===== src/rtl/lsu.sv =====
// Load/store unit: checks and formats datapath loads/stores, runs a req/ack
// transaction with a word-organised RAM and reports misalign/fault events.
module lsu #(
  parameter int MEM_AW  = 16,
  parameter int TIMEOUT = 15
) (
  input  logic              clk,
  input  logic              rst,
  input  logic              start,
  input  logic              we,
  input  logic [2:0]        f3,
  input  logic [31:0]       addr,
  input  logic [31:0]       wdata,
  output logic [31:0]       rdata,
  output logic              stall,
  output logic              done,
  output logic              misalign,
  output logic              fault,
  output logic [31:0]       bad_addr,
  output logic              mem_req,
  output logic              mem_we,
  output logic [MEM_AW-3:0] mem_addr,
  output logic [3:0]        mem_be,
  output logic [31:0]       mem_wdata,
  input  logic [31:0]       mem_rdata,
  input  logic              mem_ack
);

  localparam logic [1:0] S_IDLE   = 2'd0;
  localparam logic [1:0] S_ACCESS = 2'd1;
  localparam logic [1:0] S_DONE   = 2'd2;
  localparam logic [1:0] S_ERR    = 2'd3;
  localparam logic [7:0] TO_INIT  = 8'(TIMEOUT);

  logic [1:0]        state_r;
  logic              we_r;
  logic [2:0]        f3_r;
  logic [1:0]        off_r;
  logic [MEM_AW-3:0] mem_addr_r;
  logic [3:0]        mem_be_r;
  logic [31:0]       mem_wdata_r;
  logic [7:0]        cnt_r;
  logic              err_mis_r;
  logic [31:0]       rdata_r;
  logic [31:0]       bad_addr_r;

  logic              f3_ok_s;
  logic              align_ok_s;
  logic              range_ok_s;
  logic [3:0]        be_s;
  logic [31:0]       wd_s;

  // Select and sign/zero-extend the addressed lane of a RAM word.
  function automatic logic [31:0] extract(input logic [2:0] f, input logic [1:0] off,
                                          input logic [31:0] w);
    logic [7:0]  b;
    logic [15:0] h;
    b = w[{off, 3'b000} +: 8];
    h = off[1] ? w[31:16] : w[15:0];
    case (f)
      3'd0:    extract = {{24{b[7]}}, b};
      3'd1:    extract = {{16{h[15]}}, h};
      3'd4:    extract = {24'd0, b};
      3'd5:    extract = {16'd0, h};
      default: extract = w;
    endcase
  endfunction

  // Request legality, alignment, range, byte-enable and store-lane formatting.
  always_comb begin
    f3_ok_s    = 1'b0;
    align_ok_s = 1'b1;
    be_s       = 4'b1111;
    wd_s       = 32'd0;
    case (f3)
      3'd0, 3'd1, 3'd2: f3_ok_s = 1'b1;
      3'd4, 3'd5:       f3_ok_s = ~we;
      default:          f3_ok_s = 1'b0;
    endcase
    case (f3[1:0])
      2'd1:    align_ok_s = ~addr[0];
      2'd2:    align_ok_s = (addr[1:0] == 2'b00);
      default: align_ok_s = 1'b1;
    endcase
    range_ok_s = (addr[31:MEM_AW] == {(32-MEM_AW){1'b0}});
    case (f3[1:0])
      2'd0:    be_s = 4'b0001 << addr[1:0];
      2'd1:    be_s = addr[1] ? 4'b1100 : 4'b0011;
      default: be_s = 4'b1111;
    endcase
    if (we) begin
      case (f3[1:0])
        2'd0:    wd_s = {4{wdata[7:0]}};
        2'd1:    wd_s = {2{wdata[15:0]}};
        default: wd_s = wdata;
      endcase
    end else begin
      wd_s = 32'd0;
    end
  end

  // Transaction FSM with latched request, timeout counter and load capture.
  always_ff @(posedge clk or posedge rst) begin
    if (rst) begin
      state_r     <= S_IDLE;
      we_r        <= 1'b0;
      f3_r        <= 3'd0;
      off_r       <= 2'd0;
      mem_addr_r  <= '0;
      mem_be_r    <= 4'd0;
      mem_wdata_r <= 32'd0;
      cnt_r       <= 8'd0;
      err_mis_r   <= 1'b0;
      rdata_r     <= 32'd0;
      bad_addr_r  <= 32'd0;
    end else begin
      case (state_r)
        S_IDLE: begin
          if (start) begin
            if (!f3_ok_s || !align_ok_s) begin
              bad_addr_r <= addr;
              err_mis_r  <= 1'b1;
              state_r    <= S_ERR;
            end else if (!range_ok_s) begin
              bad_addr_r <= addr;
              err_mis_r  <= 1'b0;
              state_r    <= S_ERR;
            end else begin
              we_r        <= we;
              f3_r        <= f3;
              off_r       <= addr[1:0];
              mem_addr_r  <= addr[MEM_AW-1:2];
              mem_be_r    <= be_s;
              mem_wdata_r <= wd_s;
              cnt_r       <= TO_INIT;
              state_r     <= S_ACCESS;
            end
          end
        end
        S_ACCESS: begin
          if (mem_ack) begin
            if (!we_r) begin
              rdata_r <= extract(f3_r, off_r, mem_rdata);
            end
            cnt_r   <= 8'd0;
            state_r <= S_DONE;
          end else if (cnt_r <= 8'd1) begin
            // In-range accesses only reach the bus, so the upper address bits are zero.
            bad_addr_r <= {{(32-MEM_AW){1'b0}}, mem_addr_r, off_r};
            err_mis_r  <= 1'b0;
            cnt_r      <= 8'd0;
            state_r    <= S_ERR;
          end else begin
            cnt_r <= cnt_r - 8'd1;
          end
        end
        S_DONE:  state_r <= S_IDLE;
        S_ERR:   state_r <= S_IDLE;
        default: state_r <= S_IDLE;
      endcase
    end
  end

  assign stall     = start & ((state_r == S_IDLE) | (state_r == S_ACCESS));
  assign done      = (state_r == S_DONE);
  assign misalign  = (state_r == S_ERR) & err_mis_r;
  assign fault     = (state_r == S_ERR) & ~err_mis_r;
  assign mem_req   = (state_r == S_ACCESS);
  assign mem_we    = (state_r == S_ACCESS) & we_r;
  assign mem_addr  = mem_addr_r;
  assign mem_be    = mem_be_r;
  assign mem_wdata = mem_wdata_r;
  assign rdata     = rdata_r;
  assign bad_addr  = bad_addr_r;

endmodule


===== config.mk =====
export PLATFORM = sky130hd
export DESIGN_NAME = lsu
export DESIGN_NICKNAME = d
export VERILOG_FILES = /design/src/rtl/lsu.sv
export SDC_FILE = /design/constraint.sdc
export NUM_CORES = 1
export LEC_CHECK = 0
export BUFFER_PORTS_ARGS = -buffer_cell sky130_fd_sc_hd__buf_2
export CORE_MARGIN = 1
export CORE_UTILIZATION = 54
export CTS_CLUSTER_SIZE = 10
export DETAILED_ROUTE_END_ITERATION = 8
export PLACE_DENSITY = 0.85
export SETUP_SLACK_MARGIN = 0.02
export SKIP_CTS_REPAIR_TIMING = 1
export SLEW_MARGIN = 20
export SYNTH_ARGS = -nofsm -noshare
export SYNTH_HDL_FRONTEND = slang
export SYNTH_SLANG_ARGS = --single-unit

===== constraint.sdc =====
create_clock -name clk -period 10.2 [get_ports clk]
set_clock_uncertainty 0.15 [all_clocks]
set_input_delay 2.04 -clock clk [delete_from_list [all_inputs] [get_ports clk]]
set_output_delay 2.04 -clock clk [all_outputs]
set_load 0.01 [all_outputs]

==> summary.txt, run 1 <==
DETAILED ROUTING
----------------------------------------------------------------------------------------------------
Vias per cell .........................................................................        5.827
DRT Pass-1 Iters ......................................................................            8
Routed wire length ....................................................................     17300 um
Post-route antenna net violation count ................................................            0
Overall via count from detail_route ...................................................         5885
Routed WL per cell ....................................................................     17.13 um
Count of unresolved DRC violations after routing ......................................            0
Drt initial violations ................................................................          597

SETUP PATH
----------------------------------------------------------------------------------------------------
Critical Path Slowest Stage Cell ......................................................        or2_1
Biggest cell delay along the critical path ............................................      0.86 ns
CP Capture Type .......................................................................    flip-flop
Number of buffer and inverter instances along the worst setup path ....................            2
Category of cells accounting for the largest share of critical-path delay ............. compound AO/OA/AOI/OAI gates
List of cells traversed by the critical path .......................................... buf_2 > inv_1 > ha_1 > o21bai_1 > a21o_1 > a2111oi_4 > or2_1 > o21ai_0
Arrival time of the worst setup path ..................................................      5.09 ns
Crit path launch type ................................................................. primary input
Worst endpoint required time ..........................................................     10.29 ns
Setup Crit Path Kind .................................................................. primary input to flip-flop
Largest fanout on the critical path ...................................................           32

CTS
----------------------------------------------------------------------------------------------------
CTS root buffer .......................................................................    clkbuf_16
Clock buffer depth ....................................................................            2
Clock-pin slew reported for the worst setup and hold paths after clock tree synthesis .      0.06 ns
Clock net sink count ..................................................................          131
Num CTS Buffers .......................................................................           17
Clock insertion delay at the later pin of the skew report .............................      0.41 ns
Level count of the clock H-tree .......................................................            4
CTS tree ..............................................................................         done

SYNTH
----------------------------------------------------------------------------------------------------
Net count after synthesis .............................................................          761
Asr flop ratio synth ..................................................................        1.000
Mean post-synth cell area .............................................................   9.797 um^2
Number of distinct library cell variants in the gate-level netlist after synthesis ....           47
Top area cells in the synthesized netlist ............................................. dfrtp_1 (51%), nand2_1 (7.5%), o21ai_0 (6.7%)
Most common cell in the netlist .......................................................      dfrtp_1
Synth top area share ..................................................................       0.5132
Number of cells produced by synthesis .................................................          652
Portion of the post-synthesis area used by sequential elements ........................       0.5132
Leading post-synthesis cells by instance count ........................................ dfrtp_1 (131), nand2_1 (128), o21ai_0 (85)
Post-synth EDFFs ......................................................................            0
Number of synthesis warnings ..........................................................            0
Cell type contributing the most total cell area after synthesis .......................      dfrtp_1
Leading register cell type out of synthesis ...........................................      dfrtp_1
Post-synthesis cell area .............................................................. 0.006387 mm^2
Flops & latches, synth ................................................................          131

STA
----------------------------------------------------------------------------------------------------
Hold violation count in the final report ..............................................            0
Slew margin rel. ......................................................................       0.2985
Max Clock Freq ........................................................................    200.1 MHz
Period utilization ....................................................................       0.4900
RSZ-0062 raised after global routing ..................................................           no
Summed negative setup slack over all endpoints ........................................         0 ns
Crit path time final ..................................................................     4.998 ns
Count of pins over their slew limit ...................................................            0
Final number of setup-violating endpoints .............................................            0
Worst-Margin Slew .....................................................................     1.048 ns

GRT
----------------------------------------------------------------------------------------------------
Global-route wire length before repair ................................................     28230 um
Maximum number of pins on one net before global-route repair ..........................           96
GRT Util Overall ......................................................................       0.2917
Antenna violations before repair ......................................................            1
Overflow left after global routing ....................................................            0
Via count of the first global-routing pass ............................................         5496

PLACEMENT
----------------------------------------------------------------------------------------------------
Placed cell count .....................................................................          978
Number of buffers added on ports ......................................................          223
Post-detail-place hpwl ................................................................     12100 um
Weighted congestion at the end of routability-driven global placement .................       0.8720

LAYOUT
----------------------------------------------------------------------------------------------------
Core occupancy in the finished layout .................................................       0.7088
Filler cells ..........................................................................          851
Total area of multi-input combinational cells ......................................... 0.002846 mm^2
Relative area change from synthesis to final layout ...................................       27.25%
Post-layout nets ......................................................................          963
Reg area .............................................................................. 0.003278 mm^2
Antenna diode count ...................................................................            0
Fraction of layout cells with a size suffix above 1 ...................................       0.3460
Final instance count without filler cells .............................................         1010

PWR
----------------------------------------------------------------------------------------------------
Leakage component of the power ........................................................  0.004172 uW
Largest vdd supply drop ...............................................................     197.0 uV
Power per cell area ................................................................... 239.5 mW/mm^2

FLOORPLANNING
----------------------------------------------------------------------------------------------------
Initial core utilization ..............................................................       0.5570
Vertical extent of the die ............................................................     110.8 um
Num ports .............................................................................          224
Total die area ........................................................................ 0.01227 mm^2
Die width .............................................................................     110.8 um
Number of placement rows ..............................................................           39
Core region area ...................................................................... 0.01147 mm^2

OUTCOME
----------------------------------------------------------------------------------------------------
Run status ............................................................................ finished clean

HOLD PATH
----------------------------------------------------------------------------------------------------
Class of the tightest hold or removal check ........................................... flip-flop to flip-flop

JOB
----------------------------------------------------------------------------------------------------
Number of max-capacitance violations reported .........................................            0

-- per-stage QoR --
| stage | area (um^2) | total power (uW) | setup WS [ns] | hold slack (ns) |
|---|---|---|---|---|
| after floorplan | 6387 | 1102 | 4.512 | 0.3065 |
| after global placement | 7516 | 1308 | 4.973 | 0.3069 |
| after detailed placement | 7516 | 1323 | 4.825 | 0.3155 |
| after CTS | 8128 | 1958 | 5.297 | 0.3279 |
| after global routing | 8128 | 2055 | 4.946 | 0.3500 |
| final | 8128 | 1947 | 5.202 | 0.3251 |
-- sequential cells by signal, summed over array words and instances, names as in the netlist --
name,flops
mem_wdata,32
err_mis_r,1
rdata,32
mem_addr,14
state_r,2
bad_addr,32
off_r,2
we_r,1
f3_r,3
mem_be,4
cnt_r,8
-- routing by layer --
| metal | wire length [um] | track usage |
|---|---|---|
| met1 | 7002 | 0.3727 |
| met2 | 8552 | 0.4774 |
| met3 | 1363 | 0.07108 |
| met4 | 380 | 0.1182 |
| met5 | 0 | 0 |
-- tightest hold or removal path: cells and delay by family (launching register included) --
kind | cells | cell delay (ns)
simple gates | 1 | 0.05
flops | 1 | 0.34
compound gates | 1 | 0.06
-- kinds of logic after synthesis --
kind of cell / after synthesis / synth area share
flops: 131 / 0.5132
buf+inv: 59 / 0.04231
fa+ha+maj: 5 / 0.009794
compound gates: 177 / 0.1785
mux: 60 / 0.1024
xor+xnor: 1 / 0.001371
simple gates: 219 / 0.1524
-- layout make-up --
cell class | instances | area share
Multi-Input combinational cell | 462 | 0.3502
Inverter | 13 | 0.006312
Clock buffer | 21 | 0.05665
Clock inverter | 11 | 0.01863
Tap cell | 143 | 0.02201
Sequential cell | 131 | 0.4033
Timing Repair Buffer | 229 | 0.1429
-- worst paths after layout --
| check | startpoint | end | slack, ns | cells past startpoint |
|---|---|---|---|---|
| max reg2reg | state_r[0] | bad_addr[0] | 6.61 | 7 |
| min in group asynchronous | rst | rdata[28] | 1.61 | 2 |
| min | mem_be[3] | mem_be[3] | 0.33 | 2 |
| max in group asynchronous | rst | mem_wdata[18] | 6.95 | 3 |
| min reg2reg | mem_be[3] | mem_be[3] | 0.33 | 2 |
| max | f3[1] | bad_addr[0] | 5.20 | 8 |
-- cell usage in the layout, fill, tap and decap left out, types with 15 or more instances in the layout --
cell / count
clkbuf_16: 17
mux2_2: 33
nand3_1: 34
nor2_1: 18
mux2i_1: 26
a22o_1: 24
o21ai_0: 85
nand2_1: 128
dfrtp_1: 131
a21oi_1: 17
buf_2: 223
a22oi_1: 15
-- power by group --
| part | switching [uW] | internal [uW] |
|---|---|---|
| logic | 334 | 244 |
| clock network | 227 | 399 |
| registers | 87.4 | 656 |
| total | 648 | 1300 |
Note: power is estimated with default switching activity, not from simulation.
==> inputs of run 2 (changes only) <==
--- a/config.mk
+++ b/config.mk
@@ -7,10 +7,10 @@
 export LEC_CHECK = 0
 export BUFFER_PORTS_ARGS = -buffer_cell sky130_fd_sc_hd__buf_2
 export CORE_MARGIN = 1
-export CORE_UTILIZATION = 54
+export CORE_UTILIZATION = 50
 export CTS_CLUSTER_SIZE = 10
 export DETAILED_ROUTE_END_ITERATION = 8
-export PLACE_DENSITY = 0.85
+export PLACE_DENSITY = 0.8
 export SETUP_SLACK_MARGIN = 0.02
 export SKIP_CTS_REPAIR_TIMING = 1
 export SLEW_MARGIN = 20
==> constraint.sdc (replaced) <==
create_clock -name clk -period 5 [get_ports clk]
set_clock_uncertainty 0.15 [all_clocks]
set_input_delay 1 -clock clk [delete_from_list [all_inputs] [get_ports clk]]
set_output_delay 1 -clock clk [all_outputs]
set_load 0.01 [all_outputs]
==> run 2 against run 1 <==
Compared with the run above: design area increased by 0.18%; cell count increased by 2.9%; via count decreased by 0.80%; first-iteration DRC count increased by 4.9%; clock power increased by 87%; utilization decreased by 4.2 points; register-to-register slack got worse by 4.5 ns; clock-buffer cell count decreased by 1; sequential power increased by 100%; worst hold slack about the same; combinational power increased by 110%; global-route usage decreased by 1.3 points; critical endpoint is now mem_be[2].
==> summary.txt, run 2 (synthesized netlist as in run 1, its figures left out) <==
SETUP PATH
----------------------------------------------------------------------------------------------------
Setup Crit Path Kind .................................................................. primary input to flip-flop
Biggest cell delay along the critical path ............................................      0.88 ns
Arrival time of the worst setup path ..................................................      3.67 ns
Largest fanout on the critical path ...................................................           63
Category of cells accounting for the largest share of critical-path delay ............. compound AO/OA/AOI/OAI gates
List of cells traversed by the critical path .......................................... buf_2 > inv_1 > ha_1 > o21bai_1 > a21o_1 > a2111o_2 > buf_4 > nand2_1 > o21ai_0
Critical Path Source ..................................................................        f3[1]
Number of buffer and inverter instances along the worst setup path ....................            3
Crit path launch type ................................................................. primary input
Critical Path Slowest Stage Cell ......................................................     a2111o_2
Depth of the worst register-to-register path ..........................................            4
Worst endpoint required time ..........................................................      5.10 ns
Total number of cells along the worst setup path ......................................            9
CP Capture Type .......................................................................    flip-flop
Beginning of the worst register-to-register path ......................................   state_r[0]

STA
----------------------------------------------------------------------------------------------------
Worst-Margin Slew .....................................................................     1.014 ns
Period utilization ....................................................................       0.7136
Final number of setup-violating endpoints .............................................            0
RSZ-0062 raised after global routing ..................................................           no
Max Clock Freq ........................................................................    280.3 MHz
Hold violation count in the final report ..............................................            0
Setup slack after layout ..............................................................     1.432 ns
Summed negative setup slack over all endpoints ........................................         0 ns
Crit path time final ..................................................................     3.568 ns
Count of pins over their slew limit ...................................................            0
Slew margin rel. ......................................................................       0.3238

PLACEMENT
----------------------------------------------------------------------------------------------------
Number of buffers added on ports ......................................................          223
Post-detail-place hpwl ................................................................     12540 um
Weighted congestion at the end of routability-driven global placement .................       0.8608
Post-Place Setup Slack ................................................................     1.019 ns

PWR
----------------------------------------------------------------------------------------------------
Largest vdd supply drop ...............................................................     373.1 uV
Leakage component of the power ........................................................  0.004154 uW
Power per cell area ................................................................... 476.3 mW/mm^2
Total Power Consumption ...............................................................      3878 uW

GRT
----------------------------------------------------------------------------------------------------
Global-route wire length before repair ................................................     27910 um
Overflow left after global routing ....................................................            0
GRT Util Overall ......................................................................       0.2792
Antenna violations before repair ......................................................            0
Maximum number of pins on one net before global-route repair ..........................           74
Via count of the first global-routing pass ............................................         5410

CTS
----------------------------------------------------------------------------------------------------
Clock insertion delay at the later pin of the skew report .............................      0.42 ns
Num CTS Buffers .......................................................................           17
Clock-pin slew reported for the worst setup and hold paths after clock tree synthesis .      0.06 ns
Clock net sink count ..................................................................          131
Clock buffer depth ....................................................................            2
CTS root buffer .......................................................................    clkbuf_16
Level count of the clock H-tree .......................................................            4
CTS tree ..............................................................................         done

FLOORPLANNING
----------------------------------------------------------------------------------------------------
Initial core utilization ..............................................................       0.5231
Vertical extent of the die ............................................................     115.0 um
Total die area ........................................................................ 0.01323 mm^2
Num ports .............................................................................          224
Core region area ...................................................................... 0.01221 mm^2
Number of placement rows ..............................................................           40
Die width .............................................................................     115.0 um

DETAILED ROUTING
----------------------------------------------------------------------------------------------------
Post-route antenna net violation count ................................................            0
Drt initial violations ................................................................          626
Vias per cell .........................................................................        5.619
Count of unresolved DRC violations after routing ......................................            0
Routed wire length ....................................................................     17740 um
Routed WL per cell ....................................................................     17.07 um
DRT Pass-1 Iters ......................................................................            5
Overall via count from detail_route ...................................................         5838

LAYOUT
----------------------------------------------------------------------------------------------------
Commonest cells after routing, fill and taps aside .................................... buf_2 (223), dfrtp_1 (131), nand2_1 (128), o21ai_0 (85), nand3_1 (34)
Post-layout nets ......................................................................          967
Filler cells ..........................................................................         1020
Antenna diode count ...................................................................            0
Commonest non-fill, non-tap cell in the layout ........................................        buf_2
Relative area change from synthesis to final layout ...................................       27.48%
Fraction of layout cells with a size suffix above 1 ...................................       0.3502

OUTCOME
----------------------------------------------------------------------------------------------------
Run status ............................................................................ finished clean

HOLD PATH
----------------------------------------------------------------------------------------------------
Worst hold path startpoint ............................................................ mem_wdata[12]
Hold Path Cell Cnt ....................................................................            2
Class of the tightest hold or removal check ........................................... flip-flop to flip-flop

JOB
----------------------------------------------------------------------------------------------------
Number of max-capacitance violations reported .........................................            0

-- run 2: cell count changes in the layout (fill, tap and decap cells not counted), sizes merged --
cell      before  now
buf          229  233
bufinv         3    1
clkinvlp       1    5
clkbuf        21   20
inv           15   14
-- run 2: path summary, 6_finish.rpt --
kind / end / slack (ns)
setup / recovery: mem_be[2] / 1.43
hold / removal: mem_wdata[12] / 0.33
setup reg to reg: rdata[21] / 2.08
hold reg to reg: mem_wdata[12] / 0.33
max in group asynchronous: bad_addr[10] / 3.04
min in group asynchronous: bad_addr[5] / 0.61
-- run 2: final cells by class --
type / instances / area (um^2) / share of cell area
repair buffers: 233 / 1199 / 0.1472
clock buffers: 20 / 446.7 / 0.05486
inverters: 13 / 51.30 / 0.006300
clock inverters: 12 / 108.9 / 0.01337
multi-input cells: 462 / 2849 / 0.3499
flip-flops and latches: 131 / 3278 / 0.4026
well taps: 168 / 210.2 / 0.02581
-- run 2: worst reg2reg max path, delay by kind of cell (launching register included) --
kind	cells	cell delay (ns)
flip-flops	1	0.59
AND/OR/NAND/NOR	3	1.34
AO/OA/AOI/OAI	1	0.76
-- run 2: stage by stage --
step / instance area (um^2) / hold slack (ns) / cells / util
final: 8143 / 0.3251 / 1039 / 0.6668
after global routing: 8143 / 0.3476 / 1039 / 0.6668
after detailed placement: 7570 / 0.3174 / 1006 / 0.6199
after floorplan: 6387 / 0.3065 / 652 / -
after global placement: 7570 / 0.3082 / 1006 / 0.6199
after CTS: 8125 / 0.3303 / 1038 / 0.6654
-- run 2: metal layers --
metal / GRT usage / routed length [um]
met5: 0 / 0
met3: 0.06589 / 1240
met2: 0.4305 / 8279
met1: 0.3666 / 7517
met4: 0.1515 / 698
-- run 2: where the power goes --
part | internal [uW] | leakage (uW) | switching [uW]
sequential | 1340 | 0.00170 | 170
clock | 696 | 0.000258 | 475
combinational | 508 | 0.00219 | 693
